$ cat config.mk
export PLATFORM = sky130hd
export DESIGN_NAME = mem_port_arbiter_flat
export DESIGN_NICKNAME = d
export VERILOG_FILES = /design/src/rtl/mem_port_arbiter_if.sv /design/src/rtl/mem_port_arbiter.sv /design/src/flat_wrapper.sv
export SDC_FILE = /design/constraint.sdc
export NUM_CORES = 1
export LEC_CHECK = 0
export BUFFER_PORTS_ARGS = -buffer_cell sky130_fd_sc_hd__buf_2
export CORE_MARGIN = 10
export CORE_UTILIZATION = 50
export DETAILED_ROUTE_END_ITERATION = 10
export HOLD_SLACK_MARGIN = 0.08
export PLACE_DENSITY = 0.84
export SKIP_LAST_GASP = 1
export SYNTH_ARGS = -nofsm -noshare
export SYNTH_HDL_FRONTEND = slang
export SYNTH_SLANG_ARGS = --single-unit
$ cat constraint.sdc
create_clock -name clk -period 3.7 [get_ports clk]
set_clock_uncertainty 0.2 [all_clocks]
set_input_delay 0.185 -clock clk [delete_from_list [all_inputs] [get_ports clk]]
set_output_delay 0.185 -clock clk [all_outputs]
set_load 0.01 [all_outputs]
$ cat src/rtl/mem_port_arbiter_if.sv
// mem_port_arbiter_if: fetch, data and memory-side buses of the unified memory arbiter.
interface mem_port_arbiter_if #(
  parameter int AW = 32,
  parameter int DW = 32
);
  logic            if_req;
  logic [AW-1:0]   if_addr;
  logic [DW-1:0]   if_rdata;
  logic            if_ready;
  logic            if_wait;
  logic            dm_req;
  logic            dm_we;
  logic [DW/8-1:0] dm_mask;
  logic [AW-1:0]   dm_addr;
  logic [DW-1:0]   dm_wdata;
  logic [DW-1:0]   dm_rdata;
  logic            dm_ready;
  logic            dm_wait;
  logic            mem_en;
  logic            mem_rw;
  logic [DW/8-1:0] mem_mask;
  logic [AW-1:0]   mem_addr;
  logic [DW-1:0]   mem_wdata;
  logic [DW-1:0]   mem_rdata;
  logic            busy;
  logic            gnt_dm;
  modport master (
    output if_req, if_addr, dm_req, dm_we, dm_mask, dm_addr, dm_wdata, mem_rdata,
    input  if_rdata, if_ready, if_wait, dm_rdata, dm_ready, dm_wait,
    input  mem_en, mem_rw, mem_mask, mem_addr, mem_wdata, busy, gnt_dm
  );
  modport slave (
    input  if_req, if_addr, dm_req, dm_we, dm_mask, dm_addr, dm_wdata, mem_rdata,
    output if_rdata, if_ready, if_wait, dm_rdata, dm_ready, dm_wait,
    output mem_en, mem_rw, mem_mask, mem_addr, mem_wdata, busy, gnt_dm
  );
endinterface

$ cat src/rtl/mem_port_arbiter.sv
// mem_port_arbiter: shares one fixed-latency memory between fetch and data requesters, data first.
// Define ARB_STARVE_GUARD_EN to let fetch win after MAX_DSTREAK data grants made while it waited.
module mem_port_arbiter #(
  parameter int AW          = 32,
  parameter int DW          = 32,
  parameter int MEM_LAT     = 1,
  parameter int MAX_DSTREAK = 4
) (
  input logic               clk,
  input logic               reset,
  mem_port_arbiter_if.slave bus
);
  typedef enum logic [1:0] {IDLE, ACCESS, RESP} state_t;
  state_t     r_state, w_next;
  logic [3:0] r_cnt;
  logic       w_grant, w_done, w_pick_dm;
  if (MEM_LAT < 1 || MEM_LAT > 15 || MAX_DSTREAK < 1 || MAX_DSTREAK > 15)
    $error("mem_port_arbiter: MEM_LAT and MAX_DSTREAK must be in 1..15");
`ifdef ARB_STARVE_GUARD_EN
  logic [3:0] r_streak;
  assign w_pick_dm = bus.dm_req && !(bus.if_req && r_streak >= 4'(MAX_DSTREAK));
  always_ff @(posedge clk or negedge reset)
    if (!reset) r_streak <= 4'd0;
    else if (w_grant) r_streak <= (w_pick_dm && bus.if_req) ? r_streak + 4'd1 : 4'd0;
`else
  assign w_pick_dm = bus.dm_req;
`endif
  always_comb begin
    w_grant = (r_state == IDLE) && (bus.if_req || bus.dm_req);
    w_done  = (r_state == ACCESS) && (r_cnt == 4'd1);
    w_next  = w_grant ? ACCESS : w_done ? RESP : (r_state == RESP) ? IDLE : r_state;
  end
  always_ff @(posedge clk or negedge reset)
    if (!reset) r_state <= IDLE;
    else r_state <= w_next;
  always_ff @(posedge clk or negedge reset)
    if (!reset) begin
      r_cnt         <= 4'd0;
      bus.mem_en    <= 1'b0;
      bus.mem_rw    <= 1'b0;
      bus.mem_mask  <= '0;
      bus.mem_addr  <= '0;
      bus.mem_wdata <= '0;
      bus.if_rdata  <= '0;
      bus.dm_rdata  <= '0;
      bus.if_ready  <= 1'b0;
      bus.dm_ready  <= 1'b0;
      bus.busy      <= 1'b0;
      bus.gnt_dm    <= 1'b0;
    end else begin
      bus.if_ready <= 1'b0;
      bus.dm_ready <= 1'b0;
      if (w_grant) begin
        r_cnt         <= 4'(MEM_LAT);
        bus.busy      <= 1'b1;
        bus.gnt_dm    <= w_pick_dm;
        bus.mem_en    <= 1'b1;
        bus.mem_rw    <= w_pick_dm ? ~bus.dm_we : 1'b1;
        bus.mem_mask  <= w_pick_dm ? bus.dm_mask : {DW/8{1'b1}};
        bus.mem_addr  <= w_pick_dm ? bus.dm_addr : bus.if_addr;
        bus.mem_wdata <= w_pick_dm ? bus.dm_wdata : {DW{1'b0}};
      end else if (r_state == ACCESS) begin
        r_cnt <= r_cnt - 4'd1;
        if (w_done) begin
          bus.mem_en   <= 1'b0;
          bus.if_ready <= ~bus.gnt_dm;
          bus.dm_ready <= bus.gnt_dm;
          if (!bus.gnt_dm) bus.if_rdata <= bus.mem_rdata;
          if (bus.gnt_dm && bus.mem_rw) bus.dm_rdata <= bus.mem_rdata;
        end
      end else if (r_state == RESP) bus.busy <= 1'b0;
    end
  assign bus.if_wait = bus.if_req && !bus.if_ready;
  assign bus.dm_wait = bus.dm_req && !bus.dm_ready;
endmodule

$ cat src/flat_wrapper.sv
// flat-port wrapper written by rule: the top's interface ports become plain ports
module mem_port_arbiter_flat 
#(
  parameter int AW          = 32,
  parameter int DW          = 32,
  parameter int MEM_LAT     = 1,
  parameter int MAX_DSTREAK = 4
)
  (clk, reset, bus_if_req, bus_if_addr, bus_dm_req, bus_dm_we, bus_dm_mask, bus_dm_addr, bus_dm_wdata, bus_mem_rdata, bus_if_rdata, bus_if_ready, bus_if_wait, bus_dm_rdata, bus_dm_ready, bus_dm_wait, bus_mem_en, bus_mem_rw, bus_mem_mask, bus_mem_addr, bus_mem_wdata, bus_busy, bus_gnt_dm);
  mem_port_arbiter_if #(.AW(AW), .DW(DW)) bus_i ();
  input logic clk;
  input logic reset;
  input wire logic [$bits(bus_i.if_req)-1:0] bus_if_req;
  input wire logic [$bits(bus_i.if_addr)-1:0] bus_if_addr;
  input wire logic [$bits(bus_i.dm_req)-1:0] bus_dm_req;
  input wire logic [$bits(bus_i.dm_we)-1:0] bus_dm_we;
  input wire logic [$bits(bus_i.dm_mask)-1:0] bus_dm_mask;
  input wire logic [$bits(bus_i.dm_addr)-1:0] bus_dm_addr;
  input wire logic [$bits(bus_i.dm_wdata)-1:0] bus_dm_wdata;
  input wire logic [$bits(bus_i.mem_rdata)-1:0] bus_mem_rdata;
  output wire logic [$bits(bus_i.if_rdata)-1:0] bus_if_rdata;
  output wire logic [$bits(bus_i.if_ready)-1:0] bus_if_ready;
  output wire logic [$bits(bus_i.if_wait)-1:0] bus_if_wait;
  output wire logic [$bits(bus_i.dm_rdata)-1:0] bus_dm_rdata;
  output wire logic [$bits(bus_i.dm_ready)-1:0] bus_dm_ready;
  output wire logic [$bits(bus_i.dm_wait)-1:0] bus_dm_wait;
  output wire logic [$bits(bus_i.mem_en)-1:0] bus_mem_en;
  output wire logic [$bits(bus_i.mem_rw)-1:0] bus_mem_rw;
  output wire logic [$bits(bus_i.mem_mask)-1:0] bus_mem_mask;
  output wire logic [$bits(bus_i.mem_addr)-1:0] bus_mem_addr;
  output wire logic [$bits(bus_i.mem_wdata)-1:0] bus_mem_wdata;
  output wire logic [$bits(bus_i.busy)-1:0] bus_busy;
  output wire logic [$bits(bus_i.gnt_dm)-1:0] bus_gnt_dm;
  assign bus_i.if_req = bus_if_req;
  assign bus_i.if_addr = bus_if_addr;
  assign bus_i.dm_req = bus_dm_req;
  assign bus_i.dm_we = bus_dm_we;
  assign bus_i.dm_mask = bus_dm_mask;
  assign bus_i.dm_addr = bus_dm_addr;
  assign bus_i.dm_wdata = bus_dm_wdata;
  assign bus_i.mem_rdata = bus_mem_rdata;
  assign bus_if_rdata = bus_i.if_rdata;
  assign bus_if_ready = bus_i.if_ready;
  assign bus_if_wait = bus_i.if_wait;
  assign bus_dm_rdata = bus_i.dm_rdata;
  assign bus_dm_ready = bus_i.dm_ready;
  assign bus_dm_wait = bus_i.dm_wait;
  assign bus_mem_en = bus_i.mem_en;
  assign bus_mem_rw = bus_i.mem_rw;
  assign bus_mem_mask = bus_i.mem_mask;
  assign bus_mem_addr = bus_i.mem_addr;
  assign bus_mem_wdata = bus_i.mem_wdata;
  assign bus_busy = bus_i.busy;
  assign bus_gnt_dm = bus_i.gnt_dm;
  mem_port_arbiter #(.AW(AW), .DW(DW), .MEM_LAT(MEM_LAT), .MAX_DSTREAK(MAX_DSTREAK)) u_core (.clk(clk), .reset(reset), .bus(bus_i));
endmodule
### Yosys cells after proc, flatten, opt, wreduce, memory -nomap -nowiden

Index checks and enable logic that the tools add are counted.

| cells by class | value |
|---|---|
| add/subtract/negate cells | 1 |
| $mul | 0 |
| divide/modulo/power cells | 0 |
| order comparisons | 0 |
| eq/ne operators | 4 |
| shift-type cells | 0 |
| muxes and demuxes | 21 |
| bitwise gates (word level) | 3 |
| reduce and logical (&&, ||, !) cells | 17 |

Operators by type and width:

| operator | count |
|---|---|
| $mux W32 | 2 |
| $mux W1 | 13 |
| $mux W4 | 3 |
| $reduce_and A4 Y1 | 2 |
| $mux W2 | 3 |
| $reduce_bool A2 Y1 | 3 |
| $logic_and A1 B1 Y1 | 5 |
| $eq A4 B1 Y1 const B | 1 |
| $reduce_and A2 Y1 | 2 |
| $sub A4 B1 Y4 const B | 1 |
| $not A1 Y1 | 3 |
| $reduce_bool A3 Y1 | 1 |
| $eq A2 B1 Y1 const B | 1 |
| $eq A2 B2 Y1 const B | 1 |
| $logic_not A1 Y1 | 2 |
| $logic_not A2 Y1 | 1 |
| $ne A2 B1 Y1 const B | 1 |
| $logic_or A1 B1 Y1 | 1 |

| storage, ports and cells | value |
|---|---|
| register bits | 144 |
| bits in latches | 0 |
| bits in writable memories | 0 |
| memory bits (read-only) | 0 |
| input bits | 137 |
| output and inout bits | 140 |
| logic and storage cells | 59 |
| memories | 0 |

### Depth between registers and ports, before layout

Gate-level depths: netlist of the first run.

| logic depth | value |
|---|---|
| depth after elaboration | 5 |
| gate-level depth with buffers | 6 |
| mapped depth without buffers | 5 |

### Least setup slack after synthesis of the first run

OpenSTA, ideal clock, no wires.

| timing path | value |
|---|---|
| path type | flip-flop to flip-flop |
| start | reg u_core.r_cnt[1] |
| end | reg u_core.bus.dm_rdata[0] |
| setup time | 125 ps |
| arrival | 1750 ps |
| data required time | 3375 ps |
| setup slack | 1625 ps |
| stages on the path, launching flop included | 7 |
| cell sequence | dfrtp_1 > inv_1 > ha_1 > or3b_4 > nor3_4 > buf_6 > mux2_2 |

| on the way | value |
|---|---|
| longest elaborated chain between the ends | 3 |

Ends and longest elaborated chain:

| what | line | source |
|---|---|---|
| from (decl) | mem_port_arbiter.sv:15 | `logic [3:0] r_cnt;` |
| from (signal assigned) | mem_port_arbiter.sv:54 | `r_cnt <= 4'(MEM_LAT);` |
| from (signal assigned) | mem_port_arbiter.sv:63 | `r_cnt <= r_cnt - 4'd1;` |
| $eq A4 B1 Y1 | mem_port_arbiter.sv:30 | `w_done = (r_state == ACCESS) && (r_cnt == 4'd1);` |
| $logic_and A1 B1 Y1 | mem_port_arbiter.sv:30 |  |
| $reduce_and A4 Y1 (no line) | n/a |  |
| to (signal assigned) | mem_port_arbiter.sv:69 | `if (bus.gnt_dm && bus.mem_rw) bus.dm_rdata <= bus.mem_rdata;` |
| to (decl) | mem_port_arbiter_if.sv:34 | `output if_rdata, if_ready, if_wait, dm_rdata, dm_ready, dm_wait,` |

No other way between the ends.
A chain may end at the register's enable or synchronous reset.

### Worst setup path in the final report of the first run

| timing path | value |
|---|---|
| start | reg u_core.r_cnt[1] |
| end | reg u_core.bus.dm_rdata[28] |

The elaborated chain is that of the path after synthesis.

==> metrics.md, run 1 <==
| Metric | Value |
|---|---|
| Status | `complete, no violations` |
| Area of the multi-input gates | `approximately 2000 sq um` |
| Core ar. | `between 10000 and 15000 sq um` |
| Cts hold-fix bufs | `around 130` |
| Clock Sinks | `144` |
| Sequential cell area | `around 3600 sq um` |
| Period utilisation layout | `a little under two thirds` |
| Crit end category | `flip-flop` |
| Slew @ Worst Pin | `1340 ps` |
| Commonest non-fill, non-tap cell in the layout | `buf_2` |
| P per Cell Area | `801 nW/um^2` |
| DRT Pass-1 Iters | `5` |
| Crit path max fanout | `32` |
| DR iter-0 viols | `434` |
| Startpoint type of the worst setup path | `flip-flop` |
| Total global routing overflow | `0` |
| Post-Syn Area | `between 5000 and 6000 sq um` |
| Setup violators final | `0` |
| Row count | `38` |
| Final hold slack | `about 180 ps` |
| Final Max Tran Viols | `0` |
| Wire length per cell | `22.9 um` |
| DP HPWL | `13.2 mm` |
| Antenna viol nets, final | `0` |
| Synth Register Bits | `144` |
| Seq/Total Area, Yosys | `between 60% and 70%` |
| RSZ-0062 raised after global routing | `no` |
| Die W | `roughly 130 um` |
| CP Data Arrival Time | `between 2000 and 2500 ps` |
| Final wirelength | `22.3 mm` |
| Worst IR Drop VDD | `0.655 mV` |
| Fin cells | `about 970` |
| # IOs | `roughly 280` |
| Layout cell share with drive strength beyond 1 | `46.5%` |
| Max Root-Sink Buffers | `2` |
| Most frequent cells in the layout | `275 x buf_2, 144 x dfrtp_1, 134 x dlygate4sd3_1, 64 x mux2_2, 62 x o21ai_0` |
| Final RePlAce weighted congestion | `between 0.8 and 0.9` |
| Number of post-CTS setup repair buffers | `0` |
| Post-Place Cells | `~800` |
| Max Clk Rate | `between 400 and 500 MHz` |
| Cells after Synth | `roughly 400` |
| Nets | `approximately 960` |
| Final Power | `0.00732 W` |
| Syn Nets | `between 500 and 600` |
| Full die area | `16100 sq um` |
| First-pass GRT wire length | `approximately 34 mm` |
| Post-CTS sizing | `0` |
| Synth warn | `0` |
| P_leak | `roughly 4.6 nW` |
| Max cap viols | `0` |
| Setup TNS | `0 ps` |
| Normalized max-slew margin | `between 10% and 20%` |
| Distinct cells, synth | `30` |
| H-tree levels | `4` |
| Initial antenna violation count | `3` |
| Area Overhead vs Synth | `60.2%` |
| Largest net degree at the start of global routing | `~120` |
| Worst EP required | `~3800 ps` |
| Hold Vio Cnt, Final | `0` |
| Mean Syn Cell Area | `between 10 and 15 sq um` |
| Worst Path Class, Setup | `reg2reg` |
| Fill cell count | `553` |
| Root Driver | `clkbuf_16` |
| Clk Latency, worst-skew pair | `roughly 400 ps` |
| Final core occ | `between 80% and 90%` |
| DRC | `0` |
| CTS tree | `built` |
| CTS buffer count | `17` |
| Tmin final | `~2400 ps` |
| Worst hold path type | `in2reg` |
| PortBufs | `around 280` |
| Die Height | `127 um` |
| Clock transition at the registers of the reported paths | `60 ps` |
| Starting density of the core | `~52%` |
| GRT Overall Usage | `a little over a quarter` |
| Number of global-route vias before repair | `roughly 6000` |
| Via Count | `around 5300` |
| Drt via density | `5.50` |
sequential cells by signal, indices dropped and copies added (netlist names):
name,flops
u_core.bus.dm_rdata,32
u_core.bus.if_rdata,32
u_core.bus.mem_addr,32
u_core.bus.mem_wdata,32
u_core.bus.mem_mask,4
u_core.r_cnt,4
u_core.r_state,2
u_core.bus.busy,1
u_core.bus.dm_ready,1
u_core.bus.gnt_dm,1
u_core.bus.if_ready,1
u_core.bus.mem_en,1
u_core.bus.mem_rw,1
worst max-delay path, stage by stage, from the launching register on:
cell and delay (ps):
dfrtp_1 400, inv_1 100, ha_1 150, or3b_4 420, nor3_4 160, buf_4 400
mux2_2 410
report_power, final:
group          switching (W)  leakage, nW  internal [W]
clock network       0.000654        0.284       0.00108
logic                0.00151         2.51       0.00130
registers           0.000457         1.77       0.00232
worst paths after layout:
kind | from | endpoint | slack [ps] | cells after the start
setup / recovery | u_core.r_cnt[1]$_DFFE_PN0P_ | u_core.bus.dm_rdata[28]$_DFFE_PN0P_ | 1340 | 6
hold / removal | bus_if_req | u_core.bus.mem_rw$_DFFE_PN0P_ | 180 | 4
setup reg to reg | u_core.r_cnt[1]$_DFFE_PN0P_ | u_core.bus.dm_rdata[28]$_DFFE_PN0P_ | 1340 | 6
hold reg to reg | u_core.r_cnt[3]$_DFFE_PN0P_ | u_core.r_cnt[3]$_DFFE_PN0P_ | 290 | 1
max in group asynchronous | reset | u_core.bus.mem_addr[13]$_DFFE_PN0P_ | 2100 | 3
min in group asynchronous | reset | u_core.bus.if_rdata[6]$_DFFE_PN0P_ | 320 | 2
stage by stage:
stage,setup WS [ps],area (sq um)
after floorplan,1630,5700
after global placement,1450,7180
after detailed placement,1350,7180
after CTS,1330,9130
after global routing,1190,9130
final,1340,9130
routing by layer:
layer / global-route usage (%) / wire length [um] / part of all wire (%)
met2: 45.3 / 11100 / 50
met5: 0 / 11 / 0.049
met1: 28.0 / 7940 / 36
met4: 12.3 / 780 / 3.5
met3: 11.8 / 2490 / 11
synthesized netlist by cell type (all sizes together):
cell / n / area [sq um]
and2: 1 / 6.26
o22ai: 1 / 6.26
inv: 3 / 11.3
a21boi: 1 / 7.51
o21ai: 69 / 345
nor2b: 3 / 18.8
nor3: 2 / 32.5
a22o: 32 / 280
mux2i: 34 / 340
nor2: 5 / 18.8
buf: 15 / 100
mux2: 64 / 721
or3b: 1 / 11.3
nor3b: 1 / 7.51
nand2: 5 / 18.8
dfrtp: 144 / 3600
nor4: 1 / 6.26
a2bb2oi: 1 / 8.76
clkbuf: 14 / 53.8
nand2b: 1 / 6.26
ha: 2 / 25.0
or2: 2 / 12.5
o22a: 4 / 35.0
a21o: 3 / 22.5
final cells by class:
type                            instances  area share (%)
Antenna cell                            2          0.0548
Clock buffer                           18            4.81
Clock inverter                         14            1.81
Inverter                                3           0.123
Multi-Input combinational cell        233            21.3
Sequential cell                       144            39.5
Tap cell                              140            1.92
Timing Repair Buffer                  418            30.5
kinds of logic after synthesis:
group	count (synthesis)	share of synthesized area, %
AO/OA/AOI/OAI	111	12.4
adder cells (fa/ha/maj)	2	0.439
flip-flops	144	63.2
multiplexers	98	18.6
buffers and inverters	32	2.90
AND/OR/NAND/NOR	22	2.44
Power figures use the tool's default switching activity.
==> inputs of run 2 (changes only) <==
Settings changed: ABC_AREA set to 1, CORE_UTILIZATION 50 to 42, PLACE_DENSITY 0.84 to 0.74.
Clock period 3.7 ns to 2 ns, I/O delays scaled along.
==> run 2 against run 1 <==
Against the previous run: critical path depth fell by 1; fmax rose by 23%; sequential power rose by 83%; clock power rose by 77%; cell count rose by 31%; non-clock buffer count rose by 16; sequential share of layout area fell by 1.6 points; synthesized cell count rose by 60%; count of clock-buffer cells in the layout rose by 4; utilization fell by 14 points; global-route usage fell by 4.8 points; critical endpoint is now u_core.bus.mem_mask[2]$_DFFE_PN0P_; largest cell class unchanged.
==> metrics.md, run 2 <==
| Metric | Value |
|---|---|
| Top cell type's share of synthesized area | `61.3% (-1.9 points)` |
| Crit path max fanout | `5 (-84%)` |
| DP HPWL | `13.9 mm (+5.1%)` |
| Total global routing overflow | `0 (unchanged)` |
| Clk Latency, worst-skew pair | `410 ps (+20 ps)` |
| # IOs | `277 (unchanged)` |
| Row count | `43 (+13%)` |
| Cell taking the most area after synthesis | `dfrtp_1` |
| Switching part of the total | `38.3% (+2.4 points)` |
| DRT Pass-1 Iters | `4 (-1)` |
| Clk network pwr share | `22.6% (-1.1 points)` |
| Distinct cells, synth | `22 (-27%)` |
| First-pass GRT wire length | `34.2 mm (+0.83%)` |
| DRC | `0 (unchanged)` |
| Clock Sinks | `144 (unchanged)` |
| Synth top cells by count | `335 x nand2_1, 144 x dfrtp_1, 37 x nand3_1, 32 x o211ai_1, 32 x or2_2` |
| P_int | `0.00839 W (+79%)` |
| Initial antenna violation count | `7 (+4)` |
| Die W | `138 um (+9.1%)` |
| Normalized max-slew margin | `69.8% (+59 points)` |
| Comb pwr share | `40.1% (+1.7 points)` |
| Area Overhead vs Synth | `61.9%` |
| Worst Path Class, Setup | `reg2reg` |
| Worst IR Drop VDD | `0.786 mV (+20%)` |
| Count leader, synth | `nand2_1` |
| CP Data Arrival Time | `1990 ps (-440 ps)` |
| Cells after Synth | `653 (+60%)` |
| Layout cell share with drive strength beyond 1 | `33.9% (-13 points)` |
| Setup TNS | `0 ps (unchanged)` |
| Status | `complete, no violations` |
| CTS buffer count | `17 (unchanged)` |
| Nets | `1209 (+26%)` |
| Antenna viol nets, final | `0 (unchanged)` |
| Final RePlAce weighted congestion | `0.797 (-1.7%)` |
| Starting density of the core | `42.7% (-9.2 points)` |
| Largest net degree at the start of global routing | `57 (-50%)` |
| Syn Nets | `792 (+45%)` |
| Commonest non-fill, non-tap cell in the layout | `nand2_1` |
| Tmin final | `1910 ps (-449 ps)` |
| Worst EP required | `2080 ps (-1690 ps)` |
| Worst hold path type | `in2reg` |
| Max cap viols | `0 (unchanged)` |
| Synth Register Bits | `144 (unchanged)` |
| P_leak | `5.20 nW (+14%)` |
| Synth area leaders | `dfrtp_1 61%, nand2_1 21%, o211ai_1 4.1%` |
| Final Max Tran Viols | `0 (unchanged)` |
| Slew @ Worst Pin | `453 ps (-883 ps)` |
| Clock transition at the registers of the reported paths | `60 ps (about the same)` |
| P per Cell Area | `1430 nW/um^2 (+78%)` |
| PortBufs | `276 (unchanged)` |
| Hold Vio Cnt, Final | `0 (unchanged)` |
| DR iter-0 viols | `373 (-14%)` |
| Post-Syn Area | `5880 sq um (+3.1%)` |
| Max Root-Sink Buffers | `2 (unchanged)` |
| Period utilisation layout | `95.5% (+32 points)` |
| Synth Flop Type | `dfrtp_1` |
| Crit end category | `flip-flop` |
| Max Clk Rate | `523 MHz (+23%)` |
| Most frequent cells in the layout | `335 x nand2_1, 275 x buf_2, 143 x dfrtp_1, 139 x dlygate4sd3_1, 37 x nand3_1` |
| RSZ-0062 raised after global routing | `no` |
| Synth warn | `0 (unchanged)` |
| Die Height | `138 um (+9.1%)` |
| Psw | `0.00520 W (+99%)` |
| Root Driver | `clkbuf_16` |
| Final wirelength | `21.8 mm (-2.2%)` |
| GRT Overall Usage | `21.9% (-4.8 points)` |
| H-tree levels | `4 (unchanged)` |
| Final hold slack | `217 ps (+37.5 ps)` |
| CTS tree | `built` |
| Core ar. | `13800 sq um (+25%)` |
| Setup violators final | `0 (unchanged)` |
| Startpoint type of the worst setup path | `flip-flop` |
| Mean Syn Cell Area | `9.00 sq um (-35%)` |
| Full die area | `19100 sq um (+19%)` |
| Final Power | `0.0136 W (+86%)` |
| Drt via density | `4.77 (-13%)` |
| Number of global-route vias before repair | `6507 (+8.6%)` |
| Final core occ | `69.1% (-14 points)` |
| Seq/Total Area, Yosys | `61.3% (-1.9 points)` |
| Sequential power share | `37.3% (-0.6 points)` |
| Number of synthesized flops with an enable pin | `0 (unchanged)` |
| Cell area after layout | `9520 sq um (+4.2%)` |
| Wire length per cell | `17.2 um (-25%)` |
| Area of placed instances | `7480 sq um (+4.1%)` |
| Via Count | `6058 (+13%)` |
| Ys async rst share | `100% (unchanged)` |
run 2: cell count changes in the layout (fill, tap and decap cells not counted), sizes merged, moves of 6 or more:
cell / before / now
a22o: 32 / 0
buf: 284 / 294
diode: 2 / 8
inv: 4 / 12
mux2: 64 / 0
mux2i: 34 / 0
nand2: 5 / 337
nand3: 0 / 37
o211ai: 0 / 32
o21ai: 69 / 5
or2: 2 / 32
run 2: power groups by stage:
| stage | Sequential [W] | Clock, W | Combinational (W) |
|---|---|---|---|
| floorplan | 0.00568 | 0 | 0.00209 |
| global route | 0.00526 | 0.00325 | 0.00606 |
| finish | 0.00508 | 0.00307 | 0.00545 |
| CTS | 0.00504 | 0.00312 | 0.00539 |
| global placement | 0.00502 | 0 | 0.00500 |
| detailed placement | 0.00505 | 0 | 0.00515 |
run 2: kinds of logic (layout without fill, tap and decap cells):
kind of cell             Yosys count  in the layout  synth area share, %
buffers and inverters             47            476                 3.66
flip-flops                       144            144                 61.3
AND/OR/NAND/NOR                  416            416                 29.2
AO/OA/AOI/OAI                     44             44                 5.43
adder cells (fa/ha/maj)            2              2                0.426
other                              0              8                    0
run 2: cell type report:
type	count	area, sq um
flip-flops and latches	144	3600
diodes	8	20.0
inverters	11	41.3
repair buffers	434	2990
clock inverters	9	109
clock buffers	22	464
fillers	1056	4260
well taps	180	225
multi-input cells	462	2060
run 2: final timing paths:
check                                                    start                              endpoint  slack, ps  cells past startpoint
setup / recovery                 u_core.r_state[1]$_DFFE_PN0P_    u_core.bus.mem_mask[2]$_DFFE_PN0P_         90                      5
hold / removal                                bus_dm_wdata[15]  u_core.bus.mem_wdata[15]$_DFFE_PN0P_        220                      4
setup reg to reg                 u_core.r_state[1]$_DFFE_PN0P_    u_core.bus.mem_mask[2]$_DFFE_PN0P_         90                      5
hold reg to reg            u_core.bus.if_rdata[20]$_DFFE_PN0P_   u_core.bus.if_rdata[20]$_DFFE_PN0P_        260                      2
max in group asynchronous                                reset   u_core.bus.mem_addr[21]$_DFFE_PN0P_        450                      4
min in group asynchronous                                reset   u_core.bus.dm_rdata[20]$_DFFE_PN0P_        500                      3
run 2: repair_timing:
item                                    CTS  global route
endpoints found under the setup margin    0             3
gates resized for setup                   0             2
hold endpoints to repair                278             0
hold buffers                            139             0
setup buffers                             0             3
run 2: critical path: stages, from the launching register on:
cell	delay, ps
dfrtp_2	450
nor2_4	160
nand2_1	80
buf_4	160
o22a_1	190
dlygate4sd3_1	550
run 2: stage by stage:
| step | cells | worst slack, ps |
|---|---|---|
| finish | 1270 | 89.6 |
| global route | 1270 | 16.8 |
| CTS | 1258 | 37.4 |
| detailed placement | 1088 | 316 |
| global placement | 1088 | 390 |
| floorplan | 653 | 437 |
run 2: routing by layer:
| layer | global-route usage [%] | routed length, um | vias to the layer above |
|---|---|---|---|
| met2 | 35.9 | 11000 | 261 |
| met5 | 0 | 0 | - |
| met4 | 15.9 | 1110 | 0 |
| li1 | - | - | 2905 |
| met3 | 6.85 | 1410 | 83 |
| met1 | 23.5 | 8280 | 2809 |
